===== src/rtl/dac_scheduler_if.sv =====
// Sample-source and serial-DAC signal bundle for dac_scheduler.
// The slave modport is the scheduler side. The master modport is the source/DAC side.
interface dac_scheduler_if;
    logic        l_valid;
    logic [11:0] l_data;
    logic        r_valid;
    logic [11:0] r_data;
    logic        l_full;
    logic        r_full;
    logic [1:0]  ovr;
    logic        busy;
    logic        dout;
    logic        sync;

    modport slave (
        input  l_valid, l_data, r_valid, r_data,
        output l_full, r_full, ovr, busy, dout, sync
    );

    modport master (
        output l_valid, l_data, r_valid, r_data,
        input  l_full, r_full, ovr, busy, dout, sync
    );
endinterface


===== src/rtl/dac_scheduler.sv =====
// Two-channel round-robin scheduler that serialises 12-bit audio samples into
// 32-bit offset-binary DAC frames, shifted out MSB-first under active-low sync.
module dac_scheduler #(
    parameter int         GAP    = 2,
    parameter logic [3:0] CMD    = 4'b0011,
    parameter logic [3:0] ADDR_L = 4'b0000,
    parameter logic [3:0] ADDR_R = 4'b0001
) (
    input  logic           clk,
    input  logic           rst,
    dac_scheduler_if.slave bus
);
    localparam logic [3:0] GAP_W = 4'(GAP);

    typedef enum logic [1:0] {ST_IDLE = 2'd0, ST_SHIFT = 2'd1, ST_GAP = 2'd2} state_t;

    state_t      state_q, state_d;
    logic [31:0] frame_q, frame_d;
    logic [4:0]  bitcnt_q, bitcnt_d;
    logic [3:0]  gap_q, gap_d;
    logic        sync_q, sync_d;
    logic        last_r_q, last_r_d;   // 1: right channel was served last
    logic        l_full_q, l_full_d;
    logic        r_full_q, r_full_d;
    logic [11:0] l_data_q, l_data_d;
    logic [11:0] r_data_q, r_data_d;
    logic [1:0]  ovr_q, ovr_d;
    logic        any_s, sel_r_s, load_l_s, load_r_s;
    logic [11:0] data_off_s;

    // Arbitration: a lone pending channel wins, a tie goes to the one not served last
    assign any_s      = l_full_q | r_full_q;
    assign sel_r_s    = r_full_q & (~l_full_q | ~last_r_q);
    assign data_off_s = (sel_r_s ? r_data_q : l_data_q) + 12'h800;

    // State register
    always_ff @(posedge clk) begin
        if (rst) begin
            state_q <= ST_IDLE;
        end else begin
            state_q <= state_d;
        end
    end

    // Datapath and holding registers
    always_ff @(posedge clk) begin
        if (rst) begin
            frame_q  <= 32'h0000_0000;
            bitcnt_q <= 5'd0;
            gap_q    <= 4'd0;
            sync_q   <= 1'b1;
            last_r_q <= 1'b1;
            l_full_q <= 1'b0;
            r_full_q <= 1'b0;
            l_data_q <= 12'h000;
            r_data_q <= 12'h000;
            ovr_q    <= 2'b00;
        end else begin
            frame_q  <= frame_d;
            bitcnt_q <= bitcnt_d;
            gap_q    <= gap_d;
            sync_q   <= sync_d;
            last_r_q <= last_r_d;
            l_full_q <= l_full_d;
            r_full_q <= r_full_d;
            l_data_q <= l_data_d;
            r_data_q <= r_data_d;
            ovr_q    <= ovr_d;
        end
    end

    // Next-state logic
    always_comb begin
        state_d = state_q;
        case (state_q)
            ST_IDLE: begin
                if (any_s) begin
                    state_d = ST_SHIFT;
                end else begin
                    state_d = ST_IDLE;
                end
            end
            ST_SHIFT: begin
                if (bitcnt_q == 5'd31) begin
                    state_d = (GAP_W == 4'd0) ? ST_IDLE : ST_GAP;
                end else begin
                    state_d = ST_SHIFT;
                end
            end
            ST_GAP: begin
                if (gap_q <= 4'd1) begin
                    state_d = ST_IDLE;
                end else begin
                    state_d = ST_GAP;
                end
            end
            default: state_d = ST_IDLE;
        endcase
    end

    // Per-state frame load, shifting, sync and gap counting
    always_comb begin
        frame_d  = frame_q;
        bitcnt_d = bitcnt_q;
        gap_d    = gap_q;
        sync_d   = sync_q;
        last_r_d = last_r_q;
        load_l_s = 1'b0;
        load_r_s = 1'b0;
        case (state_q)
            ST_IDLE: begin
                if (any_s) begin
                    frame_d  = {4'b0000, CMD, (sel_r_s ? ADDR_R : ADDR_L), data_off_s, 8'h00};
                    bitcnt_d = 5'd0;
                    sync_d   = 1'b0;
                    last_r_d = sel_r_s;
                    load_l_s = ~sel_r_s;
                    load_r_s = sel_r_s;
                end else begin
                    sync_d = 1'b1;
                end
            end
            ST_SHIFT: begin
                frame_d  = {frame_q[30:0], 1'b0};
                bitcnt_d = bitcnt_q + 5'd1;
                if (bitcnt_q == 5'd31) begin
                    sync_d = 1'b1;
                    gap_d  = GAP_W;
                end else begin
                    sync_d = 1'b0;
                end
            end
            ST_GAP: begin
                gap_d  = gap_q - 4'd1;
                sync_d = 1'b1;
            end
            default: begin
                frame_d = 32'h0000_0000;
                sync_d  = 1'b1;
            end
        endcase
    end

    // Holding registers: a strobe on the load edge refills without counting as overrun
    always_comb begin
        l_full_d = l_full_q;
        r_full_d = r_full_q;
        l_data_d = l_data_q;
        r_data_d = r_data_q;
        ovr_d    = ovr_q;
        if (bus.l_valid) begin
            l_full_d = 1'b1;
            l_data_d = bus.l_data;
            ovr_d[0] = ovr_q[0] | (l_full_q & ~load_l_s);
        end else if (load_l_s) begin
            l_full_d = 1'b0;
        end else begin
            l_full_d = l_full_q;
        end
        if (bus.r_valid) begin
            r_full_d = 1'b1;
            r_data_d = bus.r_data;
            ovr_d[1] = ovr_q[1] | (r_full_q & ~load_r_s);
        end else if (load_r_s) begin
            r_full_d = 1'b0;
        end else begin
            r_full_d = r_full_q;
        end
    end

    assign bus.l_full = l_full_q;
    assign bus.r_full = r_full_q;
    assign bus.ovr    = ovr_q;
    assign bus.busy   = (state_q != ST_IDLE);
    assign bus.dout   = frame_q[31];
    assign bus.sync   = sync_q;
endmodule


===== src/flat_wrapper.sv =====
// flat-port wrapper written by rule: the top's interface ports become plain ports
module dac_scheduler_flat 
#(
    parameter int         GAP    = 2,
    parameter logic [3:0] CMD    = 4'b0011,
    parameter logic [3:0] ADDR_L = 4'b0000,
    parameter logic [3:0] ADDR_R = 4'b0001
)
  (clk, rst, bus_l_valid, bus_l_data, bus_r_valid, bus_r_data, bus_l_full, bus_r_full, bus_ovr, bus_busy, bus_dout, bus_sync);
  dac_scheduler_if bus_i ();
  input  logic clk;
  input  logic rst;
  input wire logic [$bits(bus_i.l_valid)-1:0] bus_l_valid;
  input wire logic [$bits(bus_i.l_data)-1:0] bus_l_data;
  input wire logic [$bits(bus_i.r_valid)-1:0] bus_r_valid;
  input wire logic [$bits(bus_i.r_data)-1:0] bus_r_data;
  output wire logic [$bits(bus_i.l_full)-1:0] bus_l_full;
  output wire logic [$bits(bus_i.r_full)-1:0] bus_r_full;
  output wire logic [$bits(bus_i.ovr)-1:0] bus_ovr;
  output wire logic [$bits(bus_i.busy)-1:0] bus_busy;
  output wire logic [$bits(bus_i.dout)-1:0] bus_dout;
  output wire logic [$bits(bus_i.sync)-1:0] bus_sync;
  assign bus_i.l_valid = bus_l_valid;
  assign bus_i.l_data = bus_l_data;
  assign bus_i.r_valid = bus_r_valid;
  assign bus_i.r_data = bus_r_data;
  assign bus_l_full = bus_i.l_full;
  assign bus_r_full = bus_i.r_full;
  assign bus_ovr = bus_i.ovr;
  assign bus_busy = bus_i.busy;
  assign bus_dout = bus_i.dout;
  assign bus_sync = bus_i.sync;
  dac_scheduler #(.GAP(GAP), .CMD(CMD), .ADDR_L(ADDR_L), .ADDR_R(ADDR_R)) u_core (.clk(clk), .rst(rst), .bus(bus_i));
endmodule

===== config.mk =====
export PLATFORM = sky130hd
export DESIGN_NAME = dac_scheduler_flat
export DESIGN_NICKNAME = d
export VERILOG_FILES = /design/src/rtl/dac_scheduler_if.sv /design/src/rtl/dac_scheduler.sv /design/src/flat_wrapper.sv
export SDC_FILE = /design/constraint.sdc
export NUM_CORES = 1
export LEC_CHECK = 0
export CORE_AREA = 8 8 96 98
export CTS_CLUSTER_DIAMETER = 50
export CTS_CLUSTER_SIZE = 25
export DETAILED_ROUTE_END_ITERATION = 16
export DIE_AREA = 0 0 104 106
export PLACE_DENSITY_LB_ADDON = 0.1
export SLEW_MARGIN = 20
export SYNTH_ARGS = -nofsm -noshare
export SYNTH_HDL_FRONTEND = slang
export SYNTH_SLANG_ARGS = --single-unit
export TNS_END_PERCENT = 5

===== constraint.sdc =====
create_clock -name clk -period 2.9 [get_ports clk]
set_input_delay 0.29 -clock clk [delete_from_list [all_inputs] [get_ports clk]]
set_output_delay 0.29 -clock clk [all_outputs]
set_load 0.02 [all_outputs]

## After elaboration in Yosys (flattened, before gate mapping)

Cells that the tools add are included.
W data, S select, Z words.

- Equality and inequality tests: 5
- Magnitude comparators: 1
- Reductions and logical operators: 10
- Mux-type cells: 23
- Add/subtract/negate cells: 3
- Bitwise logic cells: 13

Operators by type and width:

| cell | number |
|---|---|
| $pmux W32 S3 | 1 |
| $mux W32 | 1 |
| $add A12 B12 Y12 const B | 1 |
| $mux W1 | 12 |
| $mux W12 | 1 |
| $pmux W5 S2 | 1 |
| $reduce_bool A2 Y1 | 5 |
| $pmux W4 S2 | 1 |
| $reduce_and A2 Y1 | 4 |
| $not A1 Y1 | 6 |
| $pmux W2 S3 | 1 |
| $add A5 B1 Y5 const B | 1 |
| $eq A5 B5 Y1 const B | 1 |
| $mux W5 | 1 |
| $le A4 B1 Y1 const B | 1 |
| $mux W2 | 2 |
| $mux W4 | 1 |
| $ne A2 B1 Y1 const B | 2 |
| $or A1 B1 Y1 | 4 |
| $sub A4 B1 Y4 const B | 1 |
| $and A1 B1 Y1 | 3 |
| $eq A2 B1 Y1 const B | 1 |
| $eq A2 B2 Y1 const B | 1 |
| $logic_not A2 Y1 | 1 |
| $pmux W1 S2 | 1 |

- Flip-flop bits (word level): 73

## Longest topological paths before layout

- Word-level depth: 9
- Gate-level depth with buffers: 6

## Worst setup path before layout

No wires, ideal clock.

- Path type: register to register
- Start point: register u_core.r_full_q (netlist: u_core.bus.r_full)
- End point: register u_core.frame_q[10]
- Setup slack: 1.488 ns
- Arrival time: 1.321 ns
- Period minus slack after synthesis: 1.412 ns
- Stages on the path, launching flop included: 6
- Data required time: 2.809 ns
- Cell sequence: dfxtp_1 -> buf_2 -> a21boi_2 -> buf_4 -> nand3_1 -> a311oi_1

- Word-level cells in the longest chain between the ends: 5
- Elaborated cells between the ends (all ways): 8
- Classes of those cells: add/sub (1); eq/ne (1); mux (3); bitwise (2); reduce/logical (1)

Ends and longest elaborated chain:

| item | line | RTL |
|---|---|---|
| start, declared | dac_scheduler.sv:24 | `logic r_full_q, r_full_d;` |
| start signal, assigned | dac_scheduler.sv:65 | `r_full_q <= r_full_d;` |
| $and A1 B1 Y1 | dac_scheduler.sv:33 | `assign sel_r_s = r_full_q & (~l_full_q \| ~last_r_q);` |
| $mux W12 | dac_scheduler.sv:34 | `assign data_off_s = (sel_r_s ? r_data_q : l_data_q) + 12'h800;` |
| $add A12 B12 Y12 | dac_scheduler.sv:34 |  |
| $mux W32 | dac_scheduler.sv:112 | `if (any_s) begin` |
| $pmux W32 S3 | dac_scheduler.sv:110 | `case (state_q)` |
| end signal, assigned | dac_scheduler.sv:59 | `frame_q <= frame_d;` |
| end, declared | dac_scheduler.sv:18 | `logic [31:0] frame_q, frame_d;` |

Parallel ways exist; a longest one is shown, timed or not. The select of a mux whose other input is x is not followed.
A chain may end at the register's enable or synchronous reset.

## Worst setup path in the final report

- Start point: register u_core.state_q[1]
- End point: output port bus_busy

- Word-level cells in the longest chain between the ends: 1

Ends and longest elaborated chain:

| item | line | RTL |
|---|---|---|
| start, declared | dac_scheduler.sv:17 | `state_t state_q, state_d;` |
| start signal, assigned | dac_scheduler.sv:41 | `state_q <= state_d;` |
| $reduce_bool A2 Y1 | dac_scheduler.sv:174 | `assign bus.busy = (state_q != ST_IDLE);` |
| end, declared | flat_wrapper.sv:20 | `output wire logic [$bits(bus_i.busy)-1:0] bus_busy;` |

Every way passes these cells.

==> metrics.md <==
| Metric | Value |
|---|---|
| Max-cap viol count | `0` |
| Initial antenna violation count | `0` |
| DRC viols | `0` |
| Sequential Area | `between 1000 and 1500 sq um` |
| Synth area leader | `dfxtp_1` |
| Die footprint | `between 10,000 and 15,000 sq um` |
| Fin crit period | `1.92 ns` |
| Vias per inst | `around 5.2` |
| Multi-input logic area | `~1300 sq um` |
| Yosys reg bits | `65` |
| Vias | `about 2.3k` |
| Crit. End Element | `output pin` |
| Relative slew slack | `36.1%` |
| Mapped Area | `2800 sq um` |
| Slew @ Worst Pin | `between 0.9 and 1 ns` |
| CP max-delay cell | `clkdlybuf4s50_1` |
| DR WL/cell | `15.2 microns` |
| Post-synthesis cell type count | `between 40 and 50` |
| Status | `complete, no violations` |
| Post-route ant nets | `0` |
| First-pass GRT wire length | `11,300 microns` |
| Leakage | `~1.3 nW` |
| Mapped Cells | `slightly above 300` |
| Nets | `between 300 and 400` |
| WP data required | `around 2.6 ns` |
| Detail Route met3 WL | `between 300 and 400 microns` |
| Core area | `between 7000 and 8000 sq um` |
| Setup_tns | `0 ns` |
| EDFF count, synth | `0` |
| Tightest Hold Check Type | `in -> reg` |
| Final design instance area without fill | `around 3400 sq um` |
| Final setup fails | `0` |
| Total gr overflow | `0` |
| Clock Tree Root | `clkbuf_8` |
| CTS tree | `yes` |
| Register area share after synthesis | `a little under half` |
| Largest net degree at the start of global routing | `32` |
| Max Used Layer | `met4` |
| Buf/Inv on CP | `2` |
| CP arrival | `between 1.5 and 2 ns` |
| Skew final | `a little over 0.008 ns` |
| CP startpoint kind | `flop` |
| Syn_nets | `339` |
| Pre-antenna DRT Iters | `4` |
| CP Class | `reg -> out` |
| Synth top area cells | `dfxtp_1, mux2i_1, nor2_1, nand3_1, a311oi_1` |
| Crit-path cells | `nor2_4, inv_2, clkdlybuf4s50_1` |
| Worst skew pair latency | `0.34 ns` |
| Proportion of layout cells with a drive suffix above 1 | `under 10%` |
| CTS Buffer Depth | `2` |
| CTS sink cnt | `65` |
| Cts-stage hold buffer count | `0` |
| Ys Warns | `0` |
| CP peak stage delay | `approximately 0.66 ns` |
| Metal2 WL | `about 2700 microns` |
| Fmax | `~520 MHz` |
| Final hold viol count | `0` |
| Setup WS pre-CTS | `1.07 ns` |
| # IOs | `35` |
| Initial DRC count | `100` |
| Die height | `106 microns` |
| Clock share of power | `37.5%` |
| Most common cell after layout, fill and taps aside | `dfxtp_1` |
| Fillers | `819` |
| TritonCTS Buffers | `9` |
| Placer Congestion | `~0.75` |
| Setup Fix Bufs, Post-CTS | `0` |
| Crit Path Max Fanout | `14` |
| Max IR drop VDD | `222 uV` |
| Area Growth Syn to Fin | `20.6%` |
| Fin crit share | `between 60% and 70%` |
| M1 WL | `about 3500 microns` |
| Die Wd | `104 microns` |
| Gr usage total | `about an eighth` |
| Syn_area_per_cell | `a little over 9 sq um` |
| Crit path max-delay family | `buffers and inverters` |
| Gate power share | `14.6%` |
| Cell Int Power | `around 1.5 mW` |
| IO buf count | `34` |
| Routed WL | `around 6700 microns` |
| Max Slew Vio Count | `0` |
| Tot Pwr | `slightly above 2 mW` |
| Area share of the leading cell type in the synthesized netlist | `46.6%` |
| Detail Placement HPWL | `4400 microns` |
| Ys async rst share | `0%` |
| R2R Setup Slk | `1.16 ns` |
| Switching part of the total | `around a quarter` |
| Placed inst area | `approximately 3200 sq um` |
| Flop pwr share | `between 40 and 50%` |
| Post-synth top flop | `dfxtp_1` |
| Clk slew on worst S/H paths | `roughly 0.070 ns` |
| Power density cells | `approximately 610 nW/um^2` |
| P_sw | `between 0.5 and 0.6 mW` |
| Final worst slack | `0.982 ns` |
| Vias in the first global route | `between 2k and 2.5k` |
| # resized after CTS | `0` |
| Htree depth | `3` |
| Diode count | `0` |
| Inst Count DP | `around 420` |
| Most frequent cells in the layout | `dfxtp_1, nor2_1, clkdlybuf4s50_1` |
| # rows | `33` |
| Initial Utilization | `35.6%` |
| Final Non-Filler Cells | `439` |
| RSZ-0062 raised after global routing | `false` |
## cell families (layout without fill, tap and decap cells)
logic type / Yosys count / after routing / share of synthesized area, %
AND/OR/NAND/NOR: 108 / 108 / 19.2
multiplexers: 26 / 26 / 9.36
flip-flops: 65 / 65 / 46.6
buffers and inverters: 35 / 62 / 5.64
AO/OA/AOI/OAI: 69 / 69 / 17.5
adder cells (fa/ha/maj): 4 / 4 / 1.79
## area by class of cell
type / count / share of cell area [%]
clock buffers: 12 / 4.60
repair buffers: 40 / 11.3
clock inverters: 3 / 1.19
flip-flops and latches: 65 / 38.6
multi-input cells: 207 / 39.6
inverters: 7 / 0.780
well taps: 105 / 3.90
## power by group through the flow
stage               sequential, mW  combinational, mW  clock (mW)
floorplan                    0.999              0.206           0
global placement              1.00              0.302           0
detailed placement            1.01              0.301           0
CTS                          0.986              0.302       0.791
global route                 0.993              0.331       0.825
finish                       0.986              0.299       0.770
## routing by layer
layer / vias to the layer above / global-route usage (%)
met1: 1037 / 17.7
met2: 57 / 17.4
met3: 11 / 2.78
li1: 1164 / -
met5: - / 0
met4: 0 / 7.14
## registers in the layout, indices dropped and copies added, names as in the netlist, 2 cells and up
name	count
u_core.frame_q	24
u_core.l_data_q	12
u_core.r_data_q	12
u_core.bitcnt_q	5
u_core.gap_q	4
u_core.bus.ovr	2
u_core.state_q	2
## cell usage after synthesis, types with 2 or more instances
library cell,n
nand2_1,5
o22ai_1,9
or3_1,3
a21oi_1,14
mux2i_1,25
nor2b_1,13
and3_1,2
buf_1,3
nand3_1,25
o21ai_0,6
a31oi_1,3
nor2_1,38
nand2b_1,4
a311oi_1,12
nor3_1,10
buf_2,12
a211oi_1,2
inv_2,2
a32oi_1,9
ha_1,4
nor4_1,3
inv_1,5
o31ai_1,4
dfxtp_1,65
a22oi_1,3
clkbuf_1,11
## worst paths after layout
| kind | from | end | depth (start not counted) |
|---|---|---|---|
| hold / removal | rst | u_core.l_data_q[10]$_SDFFE_PP0P_ | 2 |
| setup reg to reg | u_core.bus.r_full$_SDFFE_PP0P_ | u_core.frame_q[14]$_SDFFE_PP0P_ | 3 |
| hold reg to reg | u_core.bus.ovr[1]$_SDFFE_PP0P_ | u_core.bus.ovr[1]$_SDFFE_PP0P_ | 2 |
| setup / recovery | u_core.state_q[1]$_SDFF_PP0_ | bus_busy | 3 |
## worst reg2reg max path, delay by kind of cell (launching register included)
kind             cells  cell delay, ns
AO/OA/AOI/OAI        2            0.96
flip-flops           1            0.50
AND/OR/NAND/NOR      1            0.20
## through the flow
stage | util [%] | hold WS, ns
4_1_cts | 43.0 | 0.444
3_5_place_dp | 40.5 | 0.459
5_1_grt | 43.0 | 0.466
6_report | 43.0 | 0.440
2_1_floorplan | - | 0.437
3_3_place_gp | 40.5 | 0.449
(Power assumes the default switching activity.)
